File: config.mk
export PLATFORM = sky130hd
export DESIGN_NAME = pipeline_mem_arbiter_flat
export DESIGN_NICKNAME = d
export VERILOG_FILES = /design/src/rtl/pipeline_mem_arbiter_if.sv /design/src/rtl/pipeline_mem_arbiter.sv /design/src/flat_wrapper.sv
export SDC_FILE = /design/constraint.sdc
export NUM_CORES = 1
export LEC_CHECK = 0
export CAP_MARGIN = 10
export CORE_ASPECT_RATIO = 0.75
export CORE_MARGIN = 8
export CORE_UTILIZATION = 40
export DETAILED_ROUTE_END_ITERATION = 8
export GPL_TIMING_DRIVEN = 1
export PLACE_DENSITY_LB_ADDON = 0.3
export SETUP_SLACK_MARGIN = 0.1
export SYNTH_ARGS = -nofsm -noshare
export SYNTH_HDL_FRONTEND = slang
export SYNTH_SLANG_ARGS = --single-unit
File: constraint.sdc
create_clock -name CLK -period 13.7 [get_ports CLK]
set_input_delay 2.74 -clock CLK [delete_from_list [all_inputs] [get_ports CLK]]
set_output_delay 2.74 -clock CLK [all_outputs]
set_load 0.005 [all_outputs]
File: src/rtl/pipeline_mem_arbiter_if.sv
// Bundles the pipeline-side request/hit signals and the shared memory port of the arbiter.
// "slave" is the arbiter's view; "master" is the surrounding pipeline + memory.
interface pipeline_mem_arbiter_if;
  logic        iREN;
  logic [31:0] iaddr;
  logic [31:0] iload;
  logic        iHit;
  logic        dREN;
  logic        dWEN;
  logic [31:0] daddr;
  logic [31:0] dstore;
  logic [31:0] dload;
  logic        dHit;
  logic        halt;
  logic        mem_ren;
  logic        mem_wen;
  logic [31:0] mem_addr;
  logic [31:0] mem_store;
  logic [31:0] mem_load;
  logic        mem_ready;
  logic        busy;
  logic        timeout_err;
  logic [1:0]  arbState;

  // Handshake: iREN / dREN / dWEN are levels held until the matching 1-cycle
  // iHit / dHit; mem_ren / mem_wen stay high until mem_ready (or a timeout).
  modport slave (
    input  iREN, iaddr, dREN, dWEN, daddr, dstore, halt, mem_load, mem_ready,
    output iload, iHit, dload, dHit, mem_ren, mem_wen, mem_addr, mem_store,
    output busy, timeout_err, arbState
  );

  modport master (
    output iREN, iaddr, dREN, dWEN, daddr, dstore, halt, mem_load, mem_ready,
    input  iload, iHit, dload, dHit, mem_ren, mem_wen, mem_addr, mem_store,
    input  busy, timeout_err, arbState
  );
endinterface

File: src/rtl/pipeline_mem_arbiter.sv
// Shares one memory port between instruction fetch and EX/M data accesses, with
// a data-streak limit against fetch starvation and a timeout for hung accesses.
module pipeline_mem_arbiter #(
  parameter int MAX_D_STREAK = 4,
  parameter int TIMEOUT_CYC  = 255,
  parameter int CNT_W        = 8
) (
  input logic                   CLK,
  input logic                   RST,
  pipeline_mem_arbiter_if.slave bus
);

  typedef enum logic [1:0] {
    IDLE   = 2'd0,
    IACC   = 2'd1,
    DACC   = 2'd2,
    HALTED = 2'd3
  } state_t;

  localparam logic [CNT_W-1:0] STREAK_MAX = CNT_W'(MAX_D_STREAK);
  localparam logic [CNT_W-1:0] TO_LAST    = CNT_W'(TIMEOUT_CYC - 1);

  state_t           state;
  state_t           stateNext;
  logic [CNT_W-1:0] streak;
  logic [CNT_W-1:0] toCnt;
  logic [31:0]      addrReg;
  logic [31:0]      storeReg;
  logic [31:0]      iloadReg;
  logic [31:0]      dloadReg;
  logic             renReg;
  logic             wenReg;
  logic             iHitReg;
  logic             dHitReg;
  logic             toErr;
  logic             haltPend;

  logic inAcc;
  logic iReq;
  logic dReq;
  logic grantI;
  logic grantD;
  logic accDone;
  logic accAbort;
  logic accEnd;

  always_comb begin
    inAcc    = (state == IACC) || (state == DACC);
    // A source whose hit is pulsing this cycle is still showing its old request.
    iReq     = bus.iREN & ~iHitReg;
    dReq     = (bus.dREN | bus.dWEN) & ~dHitReg;
    grantD   = (state == IDLE) & ~bus.halt & dReq & ~(iReq & (streak >= STREAK_MAX));
    grantI   = (state == IDLE) & ~bus.halt & iReq & ~grantD;
    accDone  = inAcc & bus.mem_ready;
    accAbort = inAcc & ~bus.mem_ready & (toCnt == TO_LAST);
    accEnd   = accDone | accAbort;

    stateNext = state;
    case (state)
      IDLE: begin
        if (bus.halt)    stateNext = HALTED;
        else if (grantI) stateNext = IACC;
        else if (grantD) stateNext = DACC;
      end
      IACC, DACC: begin
        if (accEnd) stateNext = (haltPend | bus.halt) ? HALTED : IDLE;
      end
      HALTED:  stateNext = HALTED;
      default: stateNext = IDLE;
    endcase
  end

  always_ff @(posedge CLK or posedge RST) begin
    if (RST) state <= IDLE;
    else     state <= stateNext;
  end

  always_ff @(posedge CLK or posedge RST) begin
    if (RST) begin
      streak   <= '0;
      toCnt    <= '0;
      addrReg  <= '0;
      storeReg <= '0;
      iloadReg <= '0;
      dloadReg <= '0;
      renReg   <= 1'b0;
      wenReg   <= 1'b0;
      iHitReg  <= 1'b0;
      dHitReg  <= 1'b0;
      toErr    <= 1'b0;
      haltPend <= 1'b0;
    end else begin
      iHitReg <= 1'b0;
      dHitReg <= 1'b0;

      if (grantI) begin
        renReg  <= 1'b1;
        wenReg  <= 1'b0;
        addrReg <= bus.iaddr;
      end else if (grantD) begin
        // Simultaneous dREN and dWEN is a write.
        renReg   <= ~bus.dWEN;
        wenReg   <= bus.dWEN;
        addrReg  <= bus.daddr;
        storeReg <= bus.dstore;
      end else if (accEnd) begin
        renReg <= 1'b0;
        wenReg <= 1'b0;
      end

      if (accDone) begin
        if (state == IACC) begin
          iHitReg  <= 1'b1;
          iloadReg <= bus.mem_load;
        end else begin
          dHitReg <= 1'b1;
          if (!wenReg) dloadReg <= bus.mem_load;
        end
      end

      if (grantI || grantD)             toCnt <= '0;
      else if (inAcc && !accEnd)        toCnt <= toCnt + CNT_W'(1);

      if (accAbort) toErr <= 1'b1;

      if (accEnd)                haltPend <= 1'b0;
      else if (inAcc && bus.halt) haltPend <= 1'b1;

      // Saturates so a data grant made while the fetch is masked cannot wrap it.
      if (!bus.iREN)                          streak <= '0;
      else if (grantI)                        streak <= '0;
      else if (grantD && streak < STREAK_MAX) streak <= streak + CNT_W'(1);
    end
  end

  assign bus.mem_ren     = renReg;
  assign bus.mem_wen     = wenReg;
  assign bus.mem_addr    = addrReg;
  assign bus.mem_store   = storeReg;
  assign bus.iload       = iloadReg;
  assign bus.dload       = dloadReg;
  assign bus.iHit        = iHitReg;
  assign bus.dHit        = dHitReg;
  assign bus.busy        = inAcc;
  assign bus.timeout_err = toErr;
  assign bus.arbState    = state;

endmodule

File: src/flat_wrapper.sv
// flat-port wrapper written by rule: the top's interface ports become plain ports
module pipeline_mem_arbiter_flat 
#(
  parameter int MAX_D_STREAK = 4,
  parameter int TIMEOUT_CYC  = 255,
  parameter int CNT_W        = 8
)
  (CLK, RST, bus_iREN, bus_iaddr, bus_dREN, bus_dWEN, bus_daddr, bus_dstore, bus_halt, bus_mem_load, bus_mem_ready, bus_iload, bus_iHit, bus_dload, bus_dHit, bus_mem_ren, bus_mem_wen, bus_mem_addr, bus_mem_store, bus_busy, bus_timeout_err, bus_arbState);
  pipeline_mem_arbiter_if bus_i ();
  input logic CLK;
  input logic RST;
  input wire logic [$bits(bus_i.iREN)-1:0] bus_iREN;
  input wire logic [$bits(bus_i.iaddr)-1:0] bus_iaddr;
  input wire logic [$bits(bus_i.dREN)-1:0] bus_dREN;
  input wire logic [$bits(bus_i.dWEN)-1:0] bus_dWEN;
  input wire logic [$bits(bus_i.daddr)-1:0] bus_daddr;
  input wire logic [$bits(bus_i.dstore)-1:0] bus_dstore;
  input wire logic [$bits(bus_i.halt)-1:0] bus_halt;
  input wire logic [$bits(bus_i.mem_load)-1:0] bus_mem_load;
  input wire logic [$bits(bus_i.mem_ready)-1:0] bus_mem_ready;
  output wire logic [$bits(bus_i.iload)-1:0] bus_iload;
  output wire logic [$bits(bus_i.iHit)-1:0] bus_iHit;
  output wire logic [$bits(bus_i.dload)-1:0] bus_dload;
  output wire logic [$bits(bus_i.dHit)-1:0] bus_dHit;
  output wire logic [$bits(bus_i.mem_ren)-1:0] bus_mem_ren;
  output wire logic [$bits(bus_i.mem_wen)-1:0] bus_mem_wen;
  output wire logic [$bits(bus_i.mem_addr)-1:0] bus_mem_addr;
  output wire logic [$bits(bus_i.mem_store)-1:0] bus_mem_store;
  output wire logic [$bits(bus_i.busy)-1:0] bus_busy;
  output wire logic [$bits(bus_i.timeout_err)-1:0] bus_timeout_err;
  output wire logic [$bits(bus_i.arbState)-1:0] bus_arbState;
  assign bus_i.iREN = bus_iREN;
  assign bus_i.iaddr = bus_iaddr;
  assign bus_i.dREN = bus_dREN;
  assign bus_i.dWEN = bus_dWEN;
  assign bus_i.daddr = bus_daddr;
  assign bus_i.dstore = bus_dstore;
  assign bus_i.halt = bus_halt;
  assign bus_i.mem_load = bus_mem_load;
  assign bus_i.mem_ready = bus_mem_ready;
  assign bus_iload = bus_i.iload;
  assign bus_iHit = bus_i.iHit;
  assign bus_dload = bus_i.dload;
  assign bus_dHit = bus_i.dHit;
  assign bus_mem_ren = bus_i.mem_ren;
  assign bus_mem_wen = bus_i.mem_wen;
  assign bus_mem_addr = bus_i.mem_addr;
  assign bus_mem_store = bus_i.mem_store;
  assign bus_busy = bus_i.busy;
  assign bus_timeout_err = bus_i.timeout_err;
  assign bus_arbState = bus_i.arbState;
  pipeline_mem_arbiter #(.MAX_D_STREAK(MAX_D_STREAK), .TIMEOUT_CYC(TIMEOUT_CYC), .CNT_W(CNT_W)) u_core (.CLK(CLK), .RST(RST), .bus(bus_i));
endmodule
# Word-level counts from Yosys, hierarchy flattened
# Index checks and enable logic that the tools add are counted.
# classes
n_mux	24
n_addsub	2
n_lt_le_gt_ge	2
reduce_logical	16
bitwise_logic	24
n_eq_ne	7
# op_table
operator	n
32-bit two-way mux	2
8-bit two-way mux	5
8-bit by 1-bit adder with 8-bit output (second input constant)	2
1-bit bitwise AND	11
1-bit two-way mux	11
2-bit two-way mux	5
1-bit inverter	10
8-bit == test (second input constant)	1
8-bit by 3-bit >= comparator with 1-bit output (second input constant)	1
8-bit by 3-bit less-than comparator with 1-bit output (second input constant)	1
2-bit case mux with 3 select lines	1
2-bit AND reduction	3
2-bit nonzero test	3
2-bit == test (second input constant)	2
4-bit by 2-bit != test with 1-bit output (second input constant)	1
1-bit logical AND	3
3-bit by 1-bit != test with 1-bit output (second input constant)	1
1-bit bitwise OR	3
3-bit AND reduction	1
3-bit nonzero test	1
2-bit by 1-bit == test with 1-bit output (second input constant)	1
2-bit zero test	1
1-bit logical OR	2
2-bit by 1-bit != test with 1-bit output (second input constant)	1
other kinds (2)	2
# totals
input_bits	135
ff_bits	152
elab_cells	88

# Longest topological paths before layout
# Gate-level depths: netlist (run 1).
# logic_depth
depth_word	10
mapped_depth	9
mapped_depth_nobuf	6

# Least setup slack after synthesis (run 1)
# OpenSTA, ideal clock, no wires.
# synth_path
path_kind	input to register
start	input bus_halt
end	register u_core.storeReg[10] (netlist: u_core.bus.mem_store[10])
arrival_ns	4.017
slack_ns	9.556
cell_stages	7
path_buffers	3
path_cell_list	nand2b_1 > clkbuf_1 > nor2_1 > and2_1 > buf_4 > buf_6 > mux2_1
# synth_between
elab_chain_cells	8
word_cells_on_any_way	9
classes_between	8 x bitwise; 1 x reduce/logical
# synth_lines
element	line_no	text
from (decl)	flat_wrapper.sv:18	input wire logic [$bits(bus_i.halt)-1:0] bus_halt;
1-bit inverter *	pipeline_mem_arbiter.sv:52, pipeline_mem_arbiter.sv:53	
1-bit bitwise AND *	pipeline_mem_arbiter.sv:52, pipeline_mem_arbiter.sv:53	
1-bit bitwise AND (2 in a row)	pipeline_mem_arbiter.sv:52	grantD = (state == IDLE) & ~bus.halt & dReq & ~(iReq & (streak >= STREAK_MAX));
1-bit inverter	pipeline_mem_arbiter.sv:53	grantI = (state == IDLE) & ~bus.halt & iReq & ~grantD;
1-bit bitwise AND	pipeline_mem_arbiter.sv:53	
1-bit inverter (no line)	--	
2-bit AND reduction (no line) *	--	
to (signal assigned)	pipeline_mem_arbiter.sv:105	storeReg <= bus.dstore;
to (decl)	pipeline_mem_arbiter.sv:28	logic [31:0] storeReg;
# Every way passes the cells marked *; elsewhere a longest branch is shown, timed or not.
# A chain may end at the register's enable or synchronous reset.

# Final worst setup path (run 1)
# layout_path
start	input bus_halt
end	register u_core.storeReg[8] (netlist: u_core.bus.mem_store[8])
# Same word-level chain as after synthesis.

==> results of run 1 <==
==> path summary, 6_finish.rpt <==
| kind | start | endpoint | slack [ns] | depth (start not counted) |
|---|---|---|---|---|
| setup / recovery | bus_halt | u_core.bus.mem_store[8] | 9.02 | 7 |
| hold / removal | u_core.bus.mem_addr[28] | u_core.bus.mem_addr[28] | 0.48 | 2 |
| setup reg to reg | u_core.streak[2] | u_core.bus.mem_store[8] | 10.90 | 5 |
| hold reg to reg | u_core.bus.mem_addr[28] | u_core.bus.mem_addr[28] | 0.48 | 2 |
| max in group asynchronous | RST | u_core.bus.iload[26] | 9.40 | 3 |
| min in group asynchronous | RST | u_core.bus.mem_addr[30] | 2.77 | 2 |
==> logic make-up (layout without fill, tap and decap cells) <==
| group | Yosys count | count (layout) | share of synthesized area |
|---|---|---|---|
| muxes | 101 | 101 | 0.183 |
| and+or+nand+nor | 109 | 109 | 0.0799 |
| xor gates and xnor gates | 5 | 5 | 0.00706 |
| AOI/OAI and AO/OA | 57 | 57 | 0.0757 |
| DFF | 152 | 152 | 0.613 |
| adders and majority gates | 8 | 8 | 0.0161 |
| buffers and inverters | 34 | 317 | 0.0254 |
==> sequential cells by signal, indices dropped and copies added (netlist names) <==
name	flops
u_core.bus.iload	32
u_core.bus.timeout_err	1
u_core.bus.iHit	1
u_core.bus.dload	32
u_core.bus.arbState	2
u_core.bus.mem_wen	1
u_core.bus.mem_store	32
u_core.toCnt	8
u_core.haltPend	1
u_core.bus.mem_addr	32
u_core.streak	8
u_core.bus.mem_ren	1
u_core.bus.dHit	1
==> critical path: cells and delay by family <==
kind	cells	cell delay, ns
multiplexers	1	0.38
AND/OR/NAND/NOR	3	0.63
buffers and inverters	3	1.19
==> where the power goes <==
group | switching (W) | internal, W | total, W
Combinational | 0.0000170 | 0.0000345 | 0.0000515
Clock | 0.000182 | 0.000295 | 0.000476
Sequential | 0 | 0.000449 | 0.000449
==> per-stage QoR <==
stage	hold WS [ns]	instance area, µm²	setup WS (ns)	util	cells
floorplan	0.444	6200	6.87	-	466
global placement	0.460	9090	8.56	0.599	922
detailed placement	0.465	9090	8.52	0.599	922
CTS	0.481	9700	8.97	0.639	953
global route	0.498	9720	8.88	0.641	954
finish	0.479	9720	9.02	0.641	954
==> per-layer routing <==
metal  up-vias  GRT usage  part of all wire
met1      2328      0.227              0.40
met5         -          0                 0
met2       208      0.306              0.47
met4         0     0.0605             0.016
li1       2199          -                 -
met3        21     0.0948              0.11
==> area by class of cell <==
class | instances | area share
Clock buffer | 19 | 0.0466
Clock inverter | 12 | 0.0156
Inverter | 10 | 0.00438
Multi-Input combinational cell | 280 | 0.231
Sequential cell | 152 | 0.391
Tap cell | 205 | 0.0264
Timing Repair Buffer | 276 | 0.285
==> cells in the final DEF, fill, tap and decap left out, types with 4 or more instances in the layout <==
cell               n
a21oi_1            4
a32oi_1           32
and2_1             8
buf_4              5
clkbuf_16         17
clkdlybuf4s50_1  270
clkinv_2           4
dfrtp_1          152
ha_1               8
inv_1              9
mux2_1            29
mux2_2            68
mux2i_1            4
nand2_1           67
nor2_1            13
o21ai_0            5
==> summary.md, run 1 <==
| Metric | Value |
|---|---|
| RSZ-0062 raised after global routing | false |
| Number of synthesized flops with an enable pin | 0 |
| Hpwl dp | 14.3 mm |
| Synthesized area per cell | 13.3 µm² |
| Synth top area cells | dfrtp_1, mux2_2, mux2_1, a32oi_1, nand2_1 |
| Global-route wire length before repair | 29.7 mm |
| Fill cells | 1146 |
| Fin crit share | 0.342 |
| Initial antenna violation count | 0 |
| H-tree level count | 4 |
| Total Nets Final | 880 |
| Worst Hold Class | flip-flop to flip-flop |
| Die X | 160 µm |
| First-pass DRT Iterations | 4 |
| FMAX | 0.214 GHz |
| Num CTS Buffers | 17 |
| Top FF cell, synth | dfrtp_1 |
| Count leader, synth | dfrtp_1 |
| Area leader, netlist | dfrtp_1 |
| GRT overflow | 0 |
| Share of layout cells above drive strength 1 | 0.151 |
| Post-route minimum period | 4.68 ns |
| Initial Utilization | 0.409 |
| Hold Fails Final Rpt | 0 |
| CTS max path bufs | 2 |
| Power Density | 100 mW/mm² |
| Final Power | 0.000977 W |
| Final setup TNS | 0 ns |
| CTS tree | built |
| Slowest CP cell | clkdlybuf4s50_1 |
| Largest net degree at the start of global routing | 89 |
| Most used cell, CP | buf_4 |
| Drc violations | 0 |
| Area of the multi-input gates | 0.00225 mm² |
| ANT nets after route | 0 |
| Leak Pwr | 4.63 nW |
| Routability cong. | 0.916 |
| GRT Total Usage | 0.192 |
| Cts hold-fix bufs | 0 |
| Worst-path cell chain | clkdlybuf4s50_1 > nand2b_1 > nor2_2 > buf_4 > and2_1 > buf_4 > mux2_1 |
| Largest stage delay on the critical path | 0.46 ns |
| CTS root buf | clkbuf_16 |
| Drt wl/cell | 20.1 µm |
| Skew-Pair Late Insertion Delay | 0.41 ns |
| Postcts setup bufs | 0 |
| DR vias/cell | 4.99 |
| Die area | 0.0198 mm² |
| CP Capture Type | flip-flop |
| Post-synthesis cell type count | 43 |
| Max-cap violations | 0 |
| Endpoints failing setup | 0 |
| Setup Skew | 0.00916 ns |
| Flops & latches, synth | 152 |
| Max-slew headroom | 0.205 |
| Synthesized area | 0.00620 mm² |
| Net count after synthesis | 609 |
| Seq/Total Area, Yosys | 0.613 |
| Count of standard-cell rows | 39 |
| Yosys warns | 0 |
| Share of the synthesized area in the top cell type | 0.613 |
| CP Max Fanout | 34 |
| Post-synthesis async set-or-reset flop share | 1.00 |
| DR iter-0 viols | 391 |
| Number of slew-limit violations in the final report | 0 |
| Worst-Margin Slew | 1.19 ns |
| Cells after Synth | 466 |
| WP data arrival | 4.97 ns |
| Worst-path clk slew | 0.06 ns |
| Critical setup path kind | primary input to flip-flop |
| Worst EP required | 13.99 ns |
| Die Y | 124 µm |
| I/O pin cnt | 271 |
| List of most frequent post-synthesis cells | dfrtp_1, mux2_2, nand2_1, a32oi_1, mux2_1 |
| Startpoint types | primary input |
| Port-buffer cells | 270 |
| Via count | 4756 |
| Area growth syn-to-layout | 56.8% |
| Vias in the first global route | 5110 |
| Status | complete, no violations |
| Register area | 0.00380 mm² |
| Core ar. | 0.0152 mm² |
| Peak VDD IR | 83.3 µV |
| Detailed Route WL | 19.2 mm |
| # diodes | 0 |
| Post-cts gate resize count | 0 |
| Clk sinks | 152 |
Note: power is estimated with default switching activity, not from simulation.
==> inputs of run 2 (changes only) <==
==> constraint.sdc (replaced) <==
create_clock -name CLK -period 4.4 [get_ports CLK]
set_input_delay 0.88 -clock CLK [delete_from_list [all_inputs] [get_ports CLK]]
set_output_delay 0.88 -clock CLK [all_outputs]
set_load 0.005 [all_outputs]
==> summary.md, run 2 (synthesis gave the netlist of run 1 again) <==
| Metric | Value |
|---|---|
| ANT nets after route | 0 (unchanged) |
| Worst-Margin Slew | 0.792 ns (was 1.19 ns) |
| Worst EP required | 4.70 ns (was 13.99 ns) |
| CTS root buf | clkbuf_16 (unchanged) |
| Initial Utilization | 0.409 (unchanged) |
| Status | complete, no violations (unchanged) |
| Largest net degree at the start of global routing | 91 (was 89) |
| Final setup TNS | 0 ns (unchanged) |
| Post-cts gate resize count | 0 (unchanged) |
| Worst Hold Class | flip-flop to flip-flop (unchanged) |
| Endpoints failing setup | 0 (unchanged) |
| Die Y | 124 µm (unchanged) |
| Most used cell, CP | buf_4 (unchanged) |
| Setup Skew | 0.0191 ns (was 0.00916 ns) |
| Cts hold-fix bufs | 0 (unchanged) |
| WP data arrival | 3.12 ns (was 4.97 ns) |
| Core ar. | 0.0152 mm² (unchanged) |
| Count of standard-cell rows | 39 (unchanged) |
| Critical setup path kind | primary input to flip-flop (unchanged) |
| Fin crit share | 0.642 |
| Buffers plus inverters on the worst setup path | 3 (unchanged) |
| Detailed Route WL | 19.3 mm (was 19.2 mm) |
| Drc violations | 0 (unchanged) |
| CTS max path bufs | 2 (unchanged) |
| Core Util, Final | 0.636 (was 0.641) |
| Most common cell after layout, fill and taps aside | clkdlybuf4s50_1 (unchanged) |
| Slowest CP cell | clkdlybuf4s50_1 (unchanged) |
| Clk sinks | 152 (unchanged) |
| Postcts setup bufs | 0 (unchanged) |
| Total Nets Final | 882 (was 880) |
| Initial antenna violation count | 0 (unchanged) |
| Vias in the first global route | 5207 (was 5110) |
| CTS tree | built (unchanged) |
| I/O pin cnt | 271 (unchanged) |
| Area growth syn-to-layout | 55.7% (was 56.8%) |
| Via count | 4822 (was 4756) |
| Worst-path cell chain | clkdlybuf4s50_1 > nand2b_1 > nor2_2 > buf_4 > and2_1 > buf_4 > mux2_1 (unchanged) |
| Max-slew headroom | 0.471 (was 0.205) |
| Die X | 160 µm (unchanged) |
| GR peak layer | met2 (unchanged) |
| Largest stage delay on the critical path | 0.49 ns (was 0.46 ns) |
| Most frequent cells in the layout | clkdlybuf4s50_1, dfrtp_1, mux2_2 (unchanged) |
| Hpwl dp | 14.3 mm (about the same) |
| Leak Pwr | 4.60 nW (was 4.63 nW) |
| GRT Total Usage | 0.191 (was 0.192) |
| CP Capture Type | flip-flop (unchanged) |
| Startpoint types | primary input (unchanged) |
| Max-cap violations | 0 (unchanged) |
| Die area | 0.0198 mm² (unchanged) |
| Final Power | 0.00289 W (was 0.000977 W) |
| DR vias/cell | 5.04 (was 4.99) |
| Post-route minimum period | 2.83 ns |
| RSZ-0062 raised after global routing | false (unchanged) |
| Port-buffer cells | 270 (unchanged) |
| Skew-Pair Late Insertion Delay | 0.42 ns (was 0.41 ns) |
| Hold Fails Final Rpt | 0 (unchanged) |
| Crit-path leading delay family | buffers and inverters (unchanged) |
| Num CTS Buffers | 17 (unchanged) |
| Met1 Use GR | 0.221 (was 0.227) |
| GR Util met2 | 0.310 (was 0.306) |
| H-tree level count | 4 (unchanged) |
| Power Density | 299 mW/mm² (was 100 mW/mm²) |
| First-pass DRT Iterations | 4 (unchanged) |
| FMAX | 0.354 GHz |
| Peak VDD IR | 236 µV (was 83.3 µV) |
| M3 GR Usage | 0.0961 (was 0.0948) |
| GRT overflow | 0 (unchanged) |
| CP Max Fanout | 34 (unchanged) |
| Share of layout cells above drive strength 1 | 0.148 (was 0.151) |
| Global-route wire length before repair | 29.5 mm (was 29.7 mm) |
| Routability cong. | 0.975 (was 0.916) |
| Drt wl/cell | 20.2 µm (was 20.1 µm) |
| Worst-path clk slew | 0.06 ns (about the same) |
| Number of slew-limit violations in the final report | 0 (unchanged) |
| Fin Hold WS | 0.463 ns (was 0.479 ns) |
| DR iter-0 viols | 267 (was 391) |
## run 2: cell types whose count changed in the layout (fill, tap and decap cells not counted), sizes merged
cell / change
clkbuf: +2
inv: -1
bufinv: -2
buf: +2
clkinv: -1
diode: +1
clkinvlp: +1
## run 2: worst register-to-register path: stages (launching register included)
cell,delay (ns)
dfrtp_1,0.39
or4_4,0.58
o21bai_4,0.64
and2_1,0.25
buf_4,0.38
mux2_1,0.40
## run 2: metrics by stage
step	area (µm²)	setup WS (ns)	instances
2_1_floorplan	6210	1.60	466
3_3_place_gp	9130	1.22	925
3_5_place_dp	9130	1.15	925
4_1_cts	9650	1.59	955
5_1_grt	9650	1.43	955
6_report	9660	1.57	956
## run 2: cell type report
cell class	instances	area (µm²)
diodes	1	2.50
clock inverters	9	78.8
multi-input cells	280	2250
fillers	1149	5520
well taps	205	256
inverters	10	41.3
repair buffers	278	2780
flip-flops and latches	152	3800
clock buffers	21	450
## run 2: power breakdown
| part | internal, W | switching [W] | leakage, nW |
|---|---|---|---|
| clock | 0.000781 | 0.000550 | 0.258 |
| sequential | 0.00140 | 0 | 2.10 |
| combinational | 0.000109 | 0.0000540 | 2.24 |
| total | 0.00229 | 0.000604 | 4.60 |
## run 2: path summary, 6_finish.rpt
path,from,end,slack (ns),cells after the start
setup / recovery,bus_halt,u_core.bus.mem_store[19],1.57,7
hold / removal,u_core.bus.timeout_err,u_core.bus.timeout_err,0.46,1
setup reg to reg,u_core.streak[2],u_core.bus.mem_store[19],1.63,5
hold reg to reg,u_core.bus.timeout_err,u_core.bus.timeout_err,0.46,1
max in group asynchronous,RST,u_core.streak[5],2.68,3
min in group asynchronous,RST,u_core.bus.mem_addr[20],0.76,2
## run 2: per-layer routing
metal | wire length (µm) | part of all wire
met1 | 7670 | 0.40
met2 | 9020 | 0.47
met3 | 2350 | 0.12
met4 | 263 | 0.014
met5 | 0 | 0
==> patch 1, RTL diff (config.mk and constraints of run 2) <==
`CNT_W` is set to 8 in 2 places; all go to 12.
--- a/src/rtl/pipeline_mem_arbiter.sv
+++ b/src/rtl/pipeline_mem_arbiter.sv
@@ -5,3 +5,3 @@
   parameter int TIMEOUT_CYC  = 255,
-  parameter int CNT_W        = 8
+  parameter int CNT_W        = 12
 ) (
--- a/src/flat_wrapper.sv
+++ b/src/flat_wrapper.sv
@@ -5,3 +5,3 @@
   parameter int TIMEOUT_CYC  = 255,
-  parameter int CNT_W        = 8
+  parameter int CNT_W        = 12
 )
Function: same outputs for any inputs over 4 cycles, from zero or initial values and one cycle with RST high; that may be too few to reach the edited logic, so the function may still have changed.
==> patch 1 against run 2 <==
Wire length down 2.4%. Utilization is 0.71 points lower. Area after synthesis up 3.9%. Die area grew 3.4%. Sequential cell count grew 8. Via count grew 2.1%. Setup slack improved by 0.0022 ns. Maximum frequency is essentially flat. Critical path depth shrank 4. Global-route usage fell by 0.49 points. Power up 6.1%. Register-to-register slack improved by 0.31 ns. Synthesized cell count grew 6.7%. Final area rose by 3.4%. Critical path type is now flop to output pin.
==> patch 1: results (changes against run 2) <==
* Outcome: finished, final reports clean
- The antenna diode count came to 0 (-1).
- The portion of netlist area occupied by mux cells is 16.9% (-1.3 points).
- The synthesized netlist net count was 640 (+5.1%).
* Maximum resistive drop on vdd: 0.258 mV (+9.3%)
- Routed length on met3: 2260 um (-4.0%)
- The number of cells produced by synthesis came to 497 (+6.7%).
- Proportion of total power due to net switching: 20.5% (-0.39 points)
* Routing usage on met2: 30.7% (-0.34 points)
- Average wire per cell in the routed design: 19.0 um (-6.0%)
- Largest fanout on the critical path: 8 (-76%)
- Detailed-routing iteration count for the pre-antenna-repair pass: 6 (+2)
- Total of fill cells in the finished design: 1228 (+6.9%)
- Arrival time at the worst endpoint: 1.94 ns (-1.18 ns)
- In this run the worst setup path begins at u_core.bus.arbState[1]$_DFFE_PP0P_.
* Top cells by area in the synthesized netlist: sky130_fd_sc_hd__dfrtp_1, sky130_fd_sc_hd__mux2_2, sky130_fd_sc_hd__nand2_1
- Detailed-route vias per instance: 4.96 (-1.6%)
* Share of final-layout standard cells stronger than drive strength 1: 18.3% (+3.5 points)
- Xor/xnor share of the synthesized area: 1.36% (+0.65 points)
- The worst reg2reg path depth came to 7 (+2).
* Global Route Usage Sum: 18.6% (-0.49 points)
* Max incr delay on CP: 0.55 ns (+0.06 ns)
* Number of global-route vias before repair: 5459 (+4.8%)
* Share of the yosys chip area belonging to registers: 62.2% (+0.83 points)
* Start of the worst register-to-register path: u_core.bus.arbState[1]$_DFFE_PP0P_
==> patch 1: metrics by stage <==
stage,setup slack [ns],hold WS [ns],instance area [um^2]
final,1.58,0.459,9980
after global routing,1.48,0.483,9980
after CTS,1.58,0.466,9980
after detailed placement,1.23,0.452,9410
after global placement,1.34,0.448,9410
after floorplan,1.49,0.451,6440
==> patch 1: worst reg2reg max path, cell delays in order (launching register included) <==
cell and delay, ns:
sky130_fd_sc_hd__dfrtp_1 0.44, sky130_fd_sc_hd__inv_1 0.13, sky130_fd_sc_hd__ha_1 0.16, sky130_fd_sc_hd__nand2b_1 0.16, sky130_fd_sc_hd__or3_1 0.43, sky130_fd_sc_hd__a21oi_4 0.15, sky130_fd_sc_hd__buf_4 0.44, sky130_fd_sc_hd__mux2_2 0.44
==> patch 1: area by class of cell <==
type                            instances  area share, %
Clock buffer                           21           4.61
Clock inverter                          9           1.10
Inverter                                8          0.338
Multi-Input combinational cell        307           23.4
Sequential cell                       160           40.1
Tap cell                              210           2.63
Timing Repair Buffer                  277           27.9
==> patch 2, RTL diff (flow settings as in run 2) <==
Made on the original files. Reset style: synchronous (`RST`), changed in 2 clocked blocks.
--- a/src/rtl/pipeline_mem_arbiter.sv
+++ b/src/rtl/pipeline_mem_arbiter.sv
@@ -72,3 +72,3 @@
 
-  always_ff @(posedge CLK or posedge RST) begin
+  always_ff @(posedge CLK) begin
     if (RST) state <= IDLE;
@@ -77,3 +77,3 @@
 
-  always_ff @(posedge CLK or posedge RST) begin
+  always_ff @(posedge CLK) begin
     if (RST) begin
Function: differs if RST is asserted again (counterexample within 4 cycles, from zero or initial values and one cycle with RST high); with RST held inactive, the same outputs for 4 cycles.
==> patch 2 against run 2 <==
Area after synthesis grew 6.5%. Critical path type unchanged. Cell count is 33% higher. Sequential share of layout area down 8.8 points. Sequential cell count is the same. Final area is 3.1% higher. Setup slack lost 0.31 ns. Worst hold slack worse by 0.011 ns. First-iteration DRC count grew 82%. Die area increased by 5.7%. Wire length up 20%. Highest routed layer unchanged. Global-route usage increased by 2.5 points.
Power is not compared: it rests on default switching activity, and its combinational part moved more than twofold at a synthesized area within 25%.
==> patch 2: results (changes against run 2) <==
* Source of the worst hold timing path: u_core.bus.dload[13]$_SDFFE_PP0P_
- Synth cell types: 45 (+4.7%)
- The fraction of layout instances using a drive strength above 1 came to 5.66% (-9.1 points).
- The global placement routability congestion came to 0.781 (-20%).
- The via density per instance is 5.36 (+6.3%).
- The maximum number of pins on one net before global-route repair was 98 (+7.7%).
- The critical path data arrival time is 3.50 ns (+0.38 ns).
- Hold slack final: 0.452 ns (-0.0111 ns)
* Global Route Usage Sum: 21.6% (+2.5 points)
- The number of cells traversed by the worst hold path came to 2 (+1).
- Number of design-rule violations left by the first detailed-router iteration: 487 (+82%)
- Share of the yosys chip area belonging to registers: 46.1% (-15 points)
- The startpoint identified for the worst register-to-register timing path is u_core.bus.arbState[1]$_SDFFE_PP0P_.
- HPWL Detailed: 16200 um (+13%)
* Terminating pin of the worst hold path: u_core.bus.dload[13]$_SDFFE_PP0P_
* Number of nets in the final layout: 1190 (+35%)
- Top cells by area in the synthesized netlist: sky130_fd_sc_hd__dfxtp_1, sky130_fd_sc_hd__nand2_1, sky130_fd_sc_hd__a21oi_1
* Commonest cells in the netlist: sky130_fd_sc_hd__nand2_1, sky130_fd_sc_hd__dfxtp_1, sky130_fd_sc_hd__a21oi_1, sky130_fd_sc_hd__clkbuf_1, sky130_fd_sc_hd__nand4_1
- The first-pass detailed-route iteration total is 5 (+1).
- The slowest stage of the critical path belongs to the cell sky130_fd_sc_hd__a21oi_4.
* Max incr delay on CP: 0.71 ns (+0.22 ns)
- The flow ran to the end, and the final reports show no timing, DRC or antenna violations.
* Number of global-route vias before repair: 6410 (+23%)
- The synthesized netlist net count is 959 (+57%).
- Worst reg2reg setup slack: 1.58 ns (-0.05 ns)
* Placed cell areas: 9390 um^2 (+2.9%)
- The transition time at the pin with the least slew margin came to 1.03 ns (+0.234 ns).
- Dominant register cell in the synthesized netlist: sky130_fd_sc_hd__dfxtp_1
==> patch 2: changes by cell type after synthesis, sizes merged, moves of 33 or more <==
| cell | run 2 | this run |
|---|---|---|
| dfrtp | 152 | 0 |
| nand2 | 67 | 198 |
| a21oi | 4 | 103 |
| nand4 | 2 | 36 |
| nor3b | 0 | 33 |
| clkbuf | 17 | 50 |
| mux2 | 97 | 0 |
| dfxtp | 0 | 152 |
==> patch 2: area by class of cell <==
class                      instances  area [um^2]  share of cell area (%)
multi-input combinational        581         3220                    32.4
antenna                            1         2.50                  0.0251
clock buffer                      17          425                    4.27
clock inverter                    15          134                    1.34
inverter                           6         22.5                   0.226
tap                              210          263                    2.64
timing repair buffer             289         2840                    28.6
sequential                       152         3040                    30.6
==> patch 2: stage by stage <==
| step | instances | setup slack, ns |
|---|---|---|
| after floorplan | 816 | 2.22 |
| after CTS | 1270 | 1.32 |
| after global routing | 1271 | 1.11 |
| after detailed placement | 1238 | 0.882 |
| final | 1271 | 1.26 |
| after global placement | 1238 | 0.968 |
==> patch 2: worst max-delay path, delay by kind of cell <==
kind / cells / cell delay [ns]
simple gates: 2 / 0.70
buf+inv: 3 / 1.04
compound gates: 2 / 0.84
==> patch 2: routing by layer <==
layer | routed length, um | vias to the layer above
met4 | 518 | 0
met5 | 0 | -
met1 | 10300 | 3192
li1 | - | 3332
met2 | 10400 | 261
met3 | 2070 | 29
==> patch 2: logic make-up (layout without fill, tap and decap cells) <==
family | count (synthesis) | after routing | synth area share, %
simple gates | 346 | 346 | 25.1
compound gates | 219 | 219 | 20.6
flops | 152 | 152 | 46.1
buf+inv | 83 | 327 | 5.57
fa+ha+maj | 8 | 8 | 1.52
xor+xnor | 7 | 7 | 0.928
mux | 1 | 1 | 0.152
other cells | 0 | 1 | 0
==> patch 2: worst max-delay path by stage <==
stage / cells after the start / end / from / slack (ns)
2_1_floorplan: 6 / u_core.bus.mem_addr[10]$_SDFFE_PP0P_ / bus_halt / 2.22
3_3_place_gp: 7 / u_core.bus.mem_addr[5]$_SDFFE_PP0P_ / bus_halt / 0.97
3_5_place_dp: 7 / u_core.bus.mem_addr[13]$_SDFFE_PP0P_ / bus_halt / 0.88
4_1_cts: 7 / u_core.bus.mem_addr[13]$_SDFFE_PP0P_ / bus_halt / 1.32
5_1_grt: 7 / u_core.bus.mem_addr[13]$_SDFFE_PP0P_ / bus_halt / 1.11
6_report: 7 / u_core.bus.mem_addr[13]$_SDFFE_PP0P_ / bus_halt / 1.26
==> patch 2: power breakdown <==
| group | internal (mW) | switching [mW] | total [mW] |
|---|---|---|---|
| clock network | 0.744 | 0.645 | 1.39 |
| logic | 0.806 | 0.826 | 1.63 |
| registers | 1.60 | 0.129 | 1.73 |
